[src/rtl/uart_tx.sv]
// 8N1 UART transmitter, LSB first, fed by a small circular FIFO.
// Back-to-back frames leave the line with no idle gap between them.
module uart_tx #(
  parameter int CLKS_PER_BIT = 120,
  parameter int FIFO_ADDR_W  = 2
) (
  input  logic                 I_clk,
  input  logic                 I_reset_n,
  input  logic [7:0]           I_data,
  input  logic                 I_data_valid,
  output logic                 O_ready,
  output logic                 O_data_bit,
  output logic                 O_busy,
  output logic [FIFO_ADDR_W:0] O_fifo_count
);

  localparam int DEPTH = 1 << FIFO_ADDR_W;
  localparam logic [15:0] LAST = 16'(CLKS_PER_BIT - 1);
  localparam logic [FIFO_ADDR_W:0] FULL =
    {1'b1, {FIFO_ADDR_W{1'b0}}};
  localparam logic [FIFO_ADDR_W:0] ONE =
    {{FIFO_ADDR_W{1'b0}}, 1'b1};

  typedef enum logic [1:0] {
    S_IDLE,
    S_START,
    S_DATA,
    S_STOP
  } state_t;

  state_t                 r_state;
  logic [7:0]             r_mem [DEPTH];
  logic [FIFO_ADDR_W-1:0] r_wr_ptr;
  logic [FIFO_ADDR_W-1:0] r_rd_ptr;
  logic [FIFO_ADDR_W:0]   r_count;
  logic [7:0]             r_shift;
  logic [15:0]            r_clk_cnt;
  logic [2:0]             r_bit_idx;

  logic w_have;
  logic w_bit_end;
  logic w_wr;
  logic w_pop;

  assign w_have       = (r_count != '0);
  assign w_bit_end    = (r_clk_cnt == LAST);
  assign O_ready      = (r_count != FULL);
  assign w_wr         = I_data_valid && O_ready;
  assign O_fifo_count = r_count;

  // Pops look at the registered count only, so a fresh write waits a cycle.
  assign w_pop = w_have &&
    ((r_state == S_IDLE) ||
     ((r_state == S_STOP) && w_bit_end));

  always_ff @(posedge I_clk) begin
    if (w_wr) r_mem[r_wr_ptr] <= I_data;
  end

  always_ff @(posedge I_clk or negedge I_reset_n) begin
    if (!I_reset_n) begin
      r_wr_ptr <= '0;
      r_rd_ptr <= '0;
      r_count  <= '0;
    end else begin
      if (w_wr)  r_wr_ptr <= r_wr_ptr + 1'b1;
      if (w_pop) r_rd_ptr <= r_rd_ptr + 1'b1;
      if (w_wr && !w_pop)
        r_count <= r_count + ONE;
      else if (w_pop && !w_wr)
        r_count <= r_count - ONE;
    end
  end

  always_ff @(posedge I_clk or negedge I_reset_n) begin
    if (!I_reset_n) begin
      r_state    <= S_IDLE;
      r_shift    <= '0;
      r_clk_cnt  <= '0;
      r_bit_idx  <= '0;
      O_data_bit <= 1'b1;
      O_busy     <= 1'b0;
    end else begin
      unique case (r_state)
        S_IDLE: begin
          O_data_bit <= 1'b1;
          O_busy     <= 1'b0;
          r_clk_cnt  <= '0;
          if (w_have) begin
            r_shift    <= r_mem[r_rd_ptr];
            O_data_bit <= 1'b0;
            O_busy     <= 1'b1;
            r_state    <= S_START;
          end
        end
        S_START: begin
          if (w_bit_end) begin
            r_clk_cnt  <= '0;
            r_bit_idx  <= '0;
            O_data_bit <= r_shift[0];
            r_state    <= S_DATA;
          end else begin
            r_clk_cnt <= r_clk_cnt + 16'd1;
          end
        end
        S_DATA: begin
          if (w_bit_end) begin
            r_clk_cnt <= '0;
            if (r_bit_idx == 3'd7) begin
              O_data_bit <= 1'b1;
              r_state    <= S_STOP;
            end else begin
              r_shift    <= r_shift >> 1;
              O_data_bit <= r_shift[1];
              r_bit_idx  <= r_bit_idx + 3'd1;
            end
          end else begin
            r_clk_cnt <= r_clk_cnt + 16'd1;
          end
        end
        S_STOP: begin
          if (w_bit_end) begin
            r_clk_cnt <= '0;
            if (w_have) begin
              r_shift    <= r_mem[r_rd_ptr];
              O_data_bit <= 1'b0;
              r_state    <= S_START;
            end else begin
              O_busy  <= 1'b0;
              r_state <= S_IDLE;
            end
          end else begin
            r_clk_cnt <= r_clk_cnt + 16'd1;
          end
        end
        default: r_state <= S_IDLE;
      endcase
    end
  end

endmodule

[config.mk]
export PLATFORM = sky130hd
export DESIGN_NAME = uart_tx
export DESIGN_NICKNAME = d
export VERILOG_FILES = /design/src/rtl/uart_tx.sv
export SDC_FILE = /design/constraint.sdc
export NUM_CORES = 1
export LEC_CHECK = 0
export ABC_AREA = 1
export CORE_UTILIZATION = 30
export CTS_CLUSTER_SIZE = 28
export DETAILED_ROUTE_END_ITERATION = 12
export PLACE_DENSITY_LB_ADDON = 0.15
export SLEW_MARGIN = 25
export SYNTH_ARGS = -nofsm -noshare
export SYNTH_HDL_FRONTEND = slang
export SYNTH_SLANG_ARGS = --single-unit
[constraint.sdc]
create_clock -name I_clk -period 4.88 [get_ports I_clk]
set_input_delay 0.488 -clock I_clk [delete_from_list [all_inputs] [get_ports I_clk]]
set_output_delay 0.488 -clock I_clk [all_outputs]
set_load 0.1 [all_outputs]
Word-level counts from Yosys, hierarchy flattened
Memories as Yosys holds them, arrays and structs flattened.
Cells that the tools add are included.
Widths: inputs -> output; s select.
{"block": "word_totals", "register_bits": 38, "mem_bits_rw": 32, "inputBits": 11, "output_inout_bits": 6, "elab_cells": 83, "memories": 1}
{"memory": "r_mem", "depth": 4, "word_bits": 8, "read_ports": 1, "rd_ports_with_merged_regs": 0, "wr": 1, "line_no": "32", "source": "logic [7:0] r_mem [DEPTH];"}
{"block": "op_classes", "addsub": 6, "n_eq_ne": 14, "muxes": 33, "n_reduce_logical": 20}
{"operator": "$mux 8", "n": 4}
{"operator": "$pmux 16 s2", "n": 1}
{"operator": "$pmux 8 s3", "n": 1}
{"operator": "$add 16x1->16 const B", "n": 1}
{"operator": "$eq 16x7->1 const B", "n": 1}
{"operator": "$mux 16", "n": 1}
{"operator": "$ne 2x2->1 const B", "n": 8}
{"operator": "$mux 3", "n": 5}
{"operator": "$mux 1", "n": 12}
{"operator": "$reduce_and 4->1", "n": 3}
{"operator": "$mux 2", "n": 5}
{"operator": "$pmux 2 s4", "n": 1}
{"operator": "$add 3x1->3 const B", "n": 2}
{"operator": "$pmux 3 s2", "n": 1}
{"operator": "$reduce_bool 2->1", "n": 3}
{"operator": "$reduce_bool 3->1", "n": 2}
{"operator": "$logic_and 1x1->1", "n": 5}
{"operator": "$reduce_and 5->1", "n": 1}
{"operator": "$add 2x1->2 const B", "n": 2}
{"operator": "$eq 2x2->1 const B", "n": 2}
{"operator": "$pmux 1 s4", "n": 1}
{"operator": "$eq 3x3->1 const B", "n": 1}
{"operator": "$ne 3x3->1 const B", "n": 1}
{"operator": "$reduce_and 3->1", "n": 1}
{"operator": "other kinds (7)", "n": 8}

Depth between registers and ports, before layout
Gate-level depths: netlist of run 1.
{"block": "depth", "ltp_word": 7, "ltp_mapped": 14, "mapped_depth_nobuf": 14}

Least setup slack after synthesis of run 1
OpenSTA, ideal clock, no wires.
{"block": "synth_timing", "kind": "flip-flop to flip-flop", "startpoint": "register r_count[0] (netlist: O_fifo_count[0])", "endpoint": "register r_count[2] (netlist: O_fifo_count[2])", "setup_time_ns": 0.131, "t_arrival_ns": 3.194, "t_required_ns": 4.749, "path_slack_ns": 1.555, "path_stages_with_launch": 11, "n_path_buf": 0, "synth_period_minus_slack_ns": 3.325, "path_cell_list": "dfrtp_1 > nor2_1 > nand2_1 > nand2_1 > inv_1 > ha_1 > inv_1 > fa_1 > a21oi_1 > o21ai_0 > xor2_1"}
{"block": "synth_between", "elab_chain_cells": 5, "elab_cells_between_ends": 13, "cone_classes": "add/sub (2); eq/ne (1); mux (2); reduce/logical (8)"}
{"element": "start, declared", "line_no": "35", "source": "logic [FIFO_ADDR_W:0] r_count;"}
{"element": "start signal, assigned", "line_no": "69", "source": "r_count <= r_count + ONE;"}
{"element": "start signal, assigned", "line_no": "71", "source": "r_count <= r_count - ONE;"}
{"element": "$ne 3x3->1 *", "line_no": "47", "source": "assign O_ready = (r_count != FULL);"}
{"element": "via O_ready", "line_no": "11", "source": "output logic O_ready,"}
{"element": "$logic_and 1x1->1 *", "line_no": "48", "source": "assign w_wr = I_data_valid && O_ready;"}
{"element": "via w_wr", "line_no": "42", "source": "logic w_wr;"}
{"element": "$logic_not 1->1", "line_no": "70", "source": "else if (w_pop && !w_wr)"}
{"element": "$logic_and 1x1->1", "line_no": "70"}
{"element": "$reduce_bool 2->1 (no line)"}
The timed path passes the listed nets; every way through them passes the cells marked *. The select of a mux whose other input is x is not followed.
A chain may end at the register's enable or synchronous reset.

Final worst setup path of run 1
{"block": "layout_timing", "startpoint": "register r_state[0]", "endpoint": "register r_count[1] (netlist: O_fifo_count[1])"}
{"block": "layout_between", "elab_chain_cells": 7, "elab_cells_between_ends": 10, "cone_classes": "eq/ne (1); mux (1); reduce/logical (8)"}
{"element": "start, declared", "line_no": "31", "source": "state_t r_state;"}
{"element": "start signal, assigned", "line_no": "77", "source": "r_state <= S_IDLE;"}
{"element": "start signal, assigned", "line_no": "93", "source": "r_state <= S_START;"}
{"element": "start signal, assigned", "line_no": "101", "source": "r_state <= S_DATA;"}
{"element": "$eq 2x2->1", "line_no": "54", "source": "((r_state == S_STOP) && w_bit_end));"}
{"element": "$logic_and 1x1->1", "line_no": "54"}
{"element": "$logic_or 1x1->1 *", "line_no": "53", "source": "((r_state == S_IDLE) ||"}
{"element": "$logic_and 1x1->1 *", "line_no": "52", "source": "assign w_pop = w_have &&"}
{"element": "$logic_not 1->1", "line_no": "68", "source": "if (w_wr && !w_pop)"}
{"element": "$logic_and 1x1->1", "line_no": "68"}
{"element": "$mux 3 or $reduce_bool 2->1 (tied branches)"}
Every way passes the cells marked *; elsewhere a longest branch is shown, timed or not.

==> results.py, run 1 <==
metrics = {
    "power_and_ir_drop": {
        "clock_power_share_pct": 38.3,
        "p_total_mw": 1.72,
        "seqPwrFrac_pct": 42.5,
        "power_density_nw_per_um2": 415,
        "peakVddDrop_mv": 0.248,
        "internal_power_mw": 1.19,
        "p_leak_nw": 1.86,
        "power_frac_comb_pct": 19.2,
        "p_sw_mw": 0.534,
        "swShare_pct": 31.0,
    },
    "critical_path": {
        "path_cells": "inv_1 -> ha_1 -> nor2_1 -> nor2_1 -> nand2_2 -> ha_1 -> inv_1 -> fa_1 -> mux2_2",
        "cpPeakStageDelay_ps": 470,
        "cp_max_fo": 11,
        "crit_arrival_ps": 2810,
        "r2r_end": "O_fifo_count[1]$_DFFE_PN0P_",
        "r2r_slack_ps": 2290,
        "cp-end-kind": "flip-flop",
        "startpoint_type": "flip-flop",
        "cp_slowest_cell": "ha_1",
        "r2r_cells": 9,
        "worstPathRequired_ps": 5100,
        "crit_cells": 9,
        "timing.rr.start": "r_state[0]$_DFFE_PN0P_",
        "cp-startpoint": "r_state[0]$_DFFE_PN0P_",
        "worst-path-buf-inv": 2,
        "crit_family": "adder cells",
        "crit_end": "O_fifo_count[1]$_DFFE_PN0P_",
        "crit_type": "reg -> reg",
    },
    "global_routing": {
        "grtUsageMet1_pct": 16.3,
        "antenna_found_initial": 0,
        "use_met3_pct": 3.12,
        "grt-ovfl-total": 0,
        "grt_pass1_wl_um": 13000,
        "grt.busiest_layer": "met2",
        "grt_max_degree": 39,
        "grt_pass1_vias": 2736,
        "grtUsageMet2_pct": 22.8,
        "grt_usage_pct": 13.7,
    },
    "layout": {
        "drive_gt1_share_pct": 10.5,
        "syn_to_final_growth_pct": 16.8,
        "antenna_cells": 0,
        "final_util_pct": 36.1,
        "final_nets": 450,
    },
    "outcome": {
        "status": "completed",
    },
    "floorplanning": {
        "start_util_pct": 30.9,
        "die_w_um": 111,
        "die_h_um": 111,
        "rows": 39,
        "io_pins": 17,
        "core_area_um2": 11500,
        "die_area_um2": 12300,
    },
    "logic_synthesis": {
        "synth_area_um2": 3550,
        "synth_nets": 430,
        "synth_warnings": 0,
        "synthTopCellsByArea": "edfxtp_1, dfrtp_1, nand2_1",
        "yosys.cell_types.count": 31,
        "synth_seq_area_share_pct": 53.9,
        "synth_area_leader_cell": "edfxtp_1",
        "yosysTopAreaCellShare_pct": 27.1,
        "avgSynthCellArea_um2": 8.76,
        "synth_seq_cells": 70,
        "synth_cells": 405,
    },
    "clock_tree": {
        "post_cts_resized": 0,
        "cts_max_level": 3,
        "tritoncts": "done",
        "cts_buffers": 9,
        "cts_setup_buffers": 0,
        "clk_pin_slew_worst_paths_ps": 60,
        "hold_buffers": 0,
        "cts_buffer_depth": 2,
        "clock_latency_ps": 340,
        "numClockSinks": 70,
        "cts_root_buffer": "clkbuf_16",
    },
    "routing": {
        "ant_nets": 0,
        "vias": 2590,
        "routedWlPerCell_um": 13.0,
        "first_iter_violations": 123,
        "via_per_inst": 4.52,
        "first_pass_iters": 4,
        "drc_errors": 0,
        "totalWireLength_um": 7440,
    },
    "timing": {
        "fmax_ghz": 0.387,
        "post-route-period-util_pct": 53.0,
        "post-route-min-period_ps": 2590,
        "tightest_slew_ps": 982,
        "holdWs_ps": 284,
        "hold_viol": 0,
        "slew_viol_final": 0,
        "setup-tns-final_ps": 0,
        "max_slew_margin_pct": 34.4,
        "rsz0062_at_grt": "false",
        "setup_viol": 0,
        "finalClockSkew_ps": 7.40,
    },
    "min_path": {
        "hold_class": "in -> async",
    },
    "job": {
        "maxCapViolations": 0,
    },
    "place": {
        "gp_congestion": 0.786,
        "portBuffers": 16,
        "hpwl_um": 5100,
    },
}
==> power by group through the flow <==
stage               Combinational [mW]  Sequential (mW)  Clock, mW
global route                     0.364            0.740      0.699
global placement                 0.332            0.743          0
finish                           0.330            0.731      0.659
detailed placement               0.337            0.743          0
CTS                              0.337            0.733      0.679
floorplan                        0.149            0.830          0
==> synth_stat cells <==
cell type / instances
inv_1: 33
o21ai_0: 6
nand3_2: 1
fa_1: 1
edfxtp_1: 32
dfstp_2: 1
clkinv_2: 1
nand2_2: 7
nor3_1: 7
nor2_4: 4
buf_2: 4
nor2_1: 43
o21ai_1: 3
buf_4: 2
nor3_2: 1
a31oi_1: 1
clkbuf_1: 1
nand3_1: 46
nand2_1: 130
nand4_1: 2
inv_2: 7
ha_1: 13
a21oi_1: 7
xor2_1: 4
o22ai_1: 1
nor2_2: 2
mux2_2: 1
dfrtp_1: 37
xnor2_1: 2
nand2_4: 4
nand3b_1: 1
==> flip-flops by register name (all words and copies together), names as in the netlist, 2 cells and up <==
register	flops
r_clk_cnt	16
r_state	2
O_fifo_count	3
r_rd_ptr	2
r_wr_ptr	2
r_shift	8
r_mem	32
r_bit_idx	3
==> worst min-delay path by stage <==
stage,to,slack (ps),cells past startpoint
6_report,r_clk_cnt[8]$_DFF_PN0_,280,1
5_1_grt,r_clk_cnt[14]$_DFF_PN0_,350,1
2_1_floorplan,O_busy$_DFFE_PN0P_,190,0
4_1_cts,r_clk_cnt[14]$_DFF_PN0_,310,1
3_3_place_gp,r_clk_cnt[0]$_DFF_PN0_,450,1
3_5_place_dp,r_clk_cnt[0]$_DFF_PN0_,460,1
==> layout make-up <==
class,count,area (µm²)
Inverter,41,155
Tap cell,143,179
Clock buffer,10,229
Timing Repair Buffer,16,155
Clock inverter,6,72.6
Multi-Input combinational cell,287,1440
Sequential cell,70,1910
Fill cell,1169,7320
==> cells in the final DEF, fill, tap and decap left out, drive strengths merged, types with 4 or more instances in the layout <==
cell	instances
clkdlybuf4s50	15
o21ai	9
clkbuf	10
nor2	49
nand3	47
nand2	141
nor3	8
a21oi	7
dfrtp	37
xor2	4
edfxtp	32
clkinv	5
ha	13
inv	40
==> layer usage <==
layer  part of all wire (%)  vias up
met5                      0        -
met4                    2.3        0
met3                    2.8       13
met2                     47       28
met1                     48     1205
li1                       -     1344
==> kinds of logic (layout without fill, tap and decap cells) <==
kind of cell	after synthesis	after routing	share of synthesized area (%)
muxes	1	1	0.317
AOI/OAI and AO/OA	18	18	2.61
adders and majority gates	14	14	5.15
and+or+nand+nor	248	248	31.0
xor gates and xnor gates	6	6	1.48
buffers and inverters	48	73	5.47
DFF	70	70	53.9
==> metrics by stage <==
| step | instance area (µm²) | setup WS [ps] | std cells |
|---|---|---|---|
| floorplan | 3550 | 1560 | 405 |
| global placement | 3840 | 2390 | 557 |
| detailed placement | 3840 | 2290 | 557 |
| CTS | 4140 | 2280 | 573 |
| global route | 4140 | 2080 | 573 |
| finish | 4140 | 2290 | 573 |
No activity file was read; power rests on OpenSTA's default activity.
==> inputs of run 2 (changes only) <==
clock period = 2.32 ns   (was 4.88 ns; I/O delays follow)
==> results.py, run 2 (synthesis results as in run 1) <==
metrics = {
    "outcome": {
        "status": "completed",
    },
    "global_routing": {
        "grt_max_degree": 24,
        "grt_usage_pct": 14.1,
        "grt-ovfl-total": 0,
        "grt_pass1_vias": 2719,
        "grt_pass1_wl_um": 13300,
        "antenna_found_initial": 0,
    },
    "place": {
        "gp_congestion": 0.788,
        "pre_cts_slack_ps": 67.0,
        "hpwl_um": 5570,
        "placed_area_um2": 4010,
        "portBuffers": 16,
    },
    "clock_tree": {
        "numClockSinks": 70,
        "clock_latency_ps": 340,
        "tritoncts": "done",
        "cts_buffers": 9,
        "clk_pin_slew_worst_paths_ps": 60,
        "cts_buffer_depth": 2,
        "cts_max_level": 3,
        "cts_root_buffer": "clkbuf_16",
    },
    "floorplanning": {
        "start_util_pct": 30.9,
        "rows": 39,
        "io_pins": 17,
        "core_area_um2": 11500,
        "die_h_um": 111,
        "die_area_um2": 12300,
        "die_w_um": 111,
    },
    "critical_path": {
        "crit_arrival_ps": 2410,
        "timing.rr.start": "r_clk_cnt[0]$_DFF_PN0_",
        "worstPathRequired_ps": 2540,
        "r2r_cells": 12,
        "cp_max_fo": 4,
        "r2r_end": "O_fifo_count[1]$_DFFE_PN0P_",
        "cp-end-kind": "flip-flop",
        "crit_type": "reg -> reg",
        "startpoint_type": "flip-flop",
        "r2r_slack_ps": 130,
    },
    "layout": {
        "nFillCells": 1148,
        "antenna_cells": 0,
        "seq_area_um2": 1920,
        "multi_input_area_um2": 1470,
        "syn_to_final_growth_pct": 23.2,
        "drive_gt1_share_pct": 18.3,
        "largest_reg_flops": 32,
        "layout_common_cells": "nand2_1, nand3_1, nor2_1",
        "layout_commonest_cell": "nand2_1",
        "final_nets": 474,
        "top_register": "r_mem",
        "final_area_um2": 4370,
        "top_regs": "r_mem: 32 flops, r_clk_cnt: 16 flops, r_shift: 8 flops",
    },
    "routing": {
        "first_pass_iters": 4,
        "routedWlPerCell_um": 13.1,
        "drc_errors": 0,
        "ant_nets": 0,
        "via_per_inst": 4.48,
        "first_iter_violations": 120,
        "vias": 2673,
        "totalWireLength_um": 7800,
    },
    "timing": {
        "setup_viol": 0,
        "rsz0062_at_grt": "false",
        "fmax_ghz": 0.456,
        "slew_viol_final": 0,
        "setup-tns-final_ps": 0,
        "postLayoutSetupSlackWorst_ps": 127,
        "finalClockSkew_ps": 5.31,
        "post-route-period-util_pct": 94.5,
        "post-route-min-period_ps": 2190,
        "holdWs_ps": 411,
        "max_slew_margin_pct": 64.2,
        "hold_viol": 0,
        "tightest_slew_ps": 537,
    },
    "power_and_ir_drop": {
        "power_density_nw_per_um2": 869,
        "p_leak_nw": 2.00,
        "p_total_mw": 3.80,
        "peakVddDrop_mv": 0.479,
    },
    "min_path": {
        "hold_class": "in -> async",
    },
    "job": {
        "maxCapViolations": 0,
    },
}
==> run 2: cell types whose count changed in the layout (fill, tap and decap cells not counted), sizes merged <==
cell and delta:
bufinv +1, clkdlybuf4s50 -6, buf +29, inv +1, dlygate4sd3 +1, clkinv -2
==> run 2: area by class of cell <==
cell class | count | share of cell area, %
Timing Repair Buffer | 40 | 7.38
Sequential cell | 70 | 44.0
Clock inverter | 6 | 2.15
Inverter | 41 | 3.55
Clock buffer | 10 | 5.24
Tap cell | 143 | 4.09
Multi-Input combinational cell | 287 | 33.6
==> run 2: power by group <==
group          switching (mW)  internal [mW]
Sequential             0.0751           1.49
Clock                   0.530          0.948
Combinational           0.529          0.228
Total                    1.13           2.66
==> run 2: worst max path at each step <==
stage / startpoint / endpoint / slack [ps] / cells past startpoint
3_5_place_dp: r_clk_cnt[0]$_DFF_PN0_ / O_fifo_count[1]$_DFFE_PN0P_ / 70 / 12
3_3_place_gp: r_clk_cnt[0]$_DFF_PN0_ / O_fifo_count[2]$_DFFE_PN0P_ / 140 / 14
5_1_grt: r_state[0]$_DFFE_PN0P_ / O_fifo_count[2]$_DFFE_PN0P_ / 8 / 11
6_report: r_clk_cnt[0]$_DFF_PN0_ / O_fifo_count[1]$_DFFE_PN0P_ / 130 / 12
4_1_cts: r_clk_cnt[0]$_DFF_PN0_ / O_fifo_count[1]$_DFFE_PN0P_ / 50 / 12
2_1_floorplan: O_fifo_count[0]$_DFFE_PN0P_ / O_fifo_count[1]$_DFFE_PN0P_ / 4 / 8
==> run 2: per-stage QoR <==
| stage | utilization [%] | std cells |
|---|---|---|
| finish | 38.1 | 597 |
| detailed placement | 35.0 | 578 |
| CTS | 37.9 | 595 |
| global route | 38.1 | 597 |
| global placement | 35.0 | 578 |
| floorplan | - | 405 |
==> run 2: per-layer routing <==
metal	vias up	wire length, µm	global-route usage (%)
li1	1392	-	-
met1	1248	3740	17.8
met2	25	3700	22.6
met3	8	250	4.76
met4	0	109	4.53
met5	-	0	0
==> run 2: worst max-delay path, cell delays in order, from the launching register on <==
cell	delay [ps]
dfrtp_1	370
ha_2	200
nand2_1	70
inv_2	90
nand2_2	60
nor2_4	140
nand2_4	80
nand2_4	60
nand2_2	60
ha_1	190
inv_2	70
fa_1	410
mux2_2	270
==> run 2: repair_timing <==
action	in CTS	in global routing
hold buffers	1	0
endpoints found under the setup margin	0	2
endpoints found under the hold margin	22	0
buffers inserted	0	2
gates resized for setup	0	5
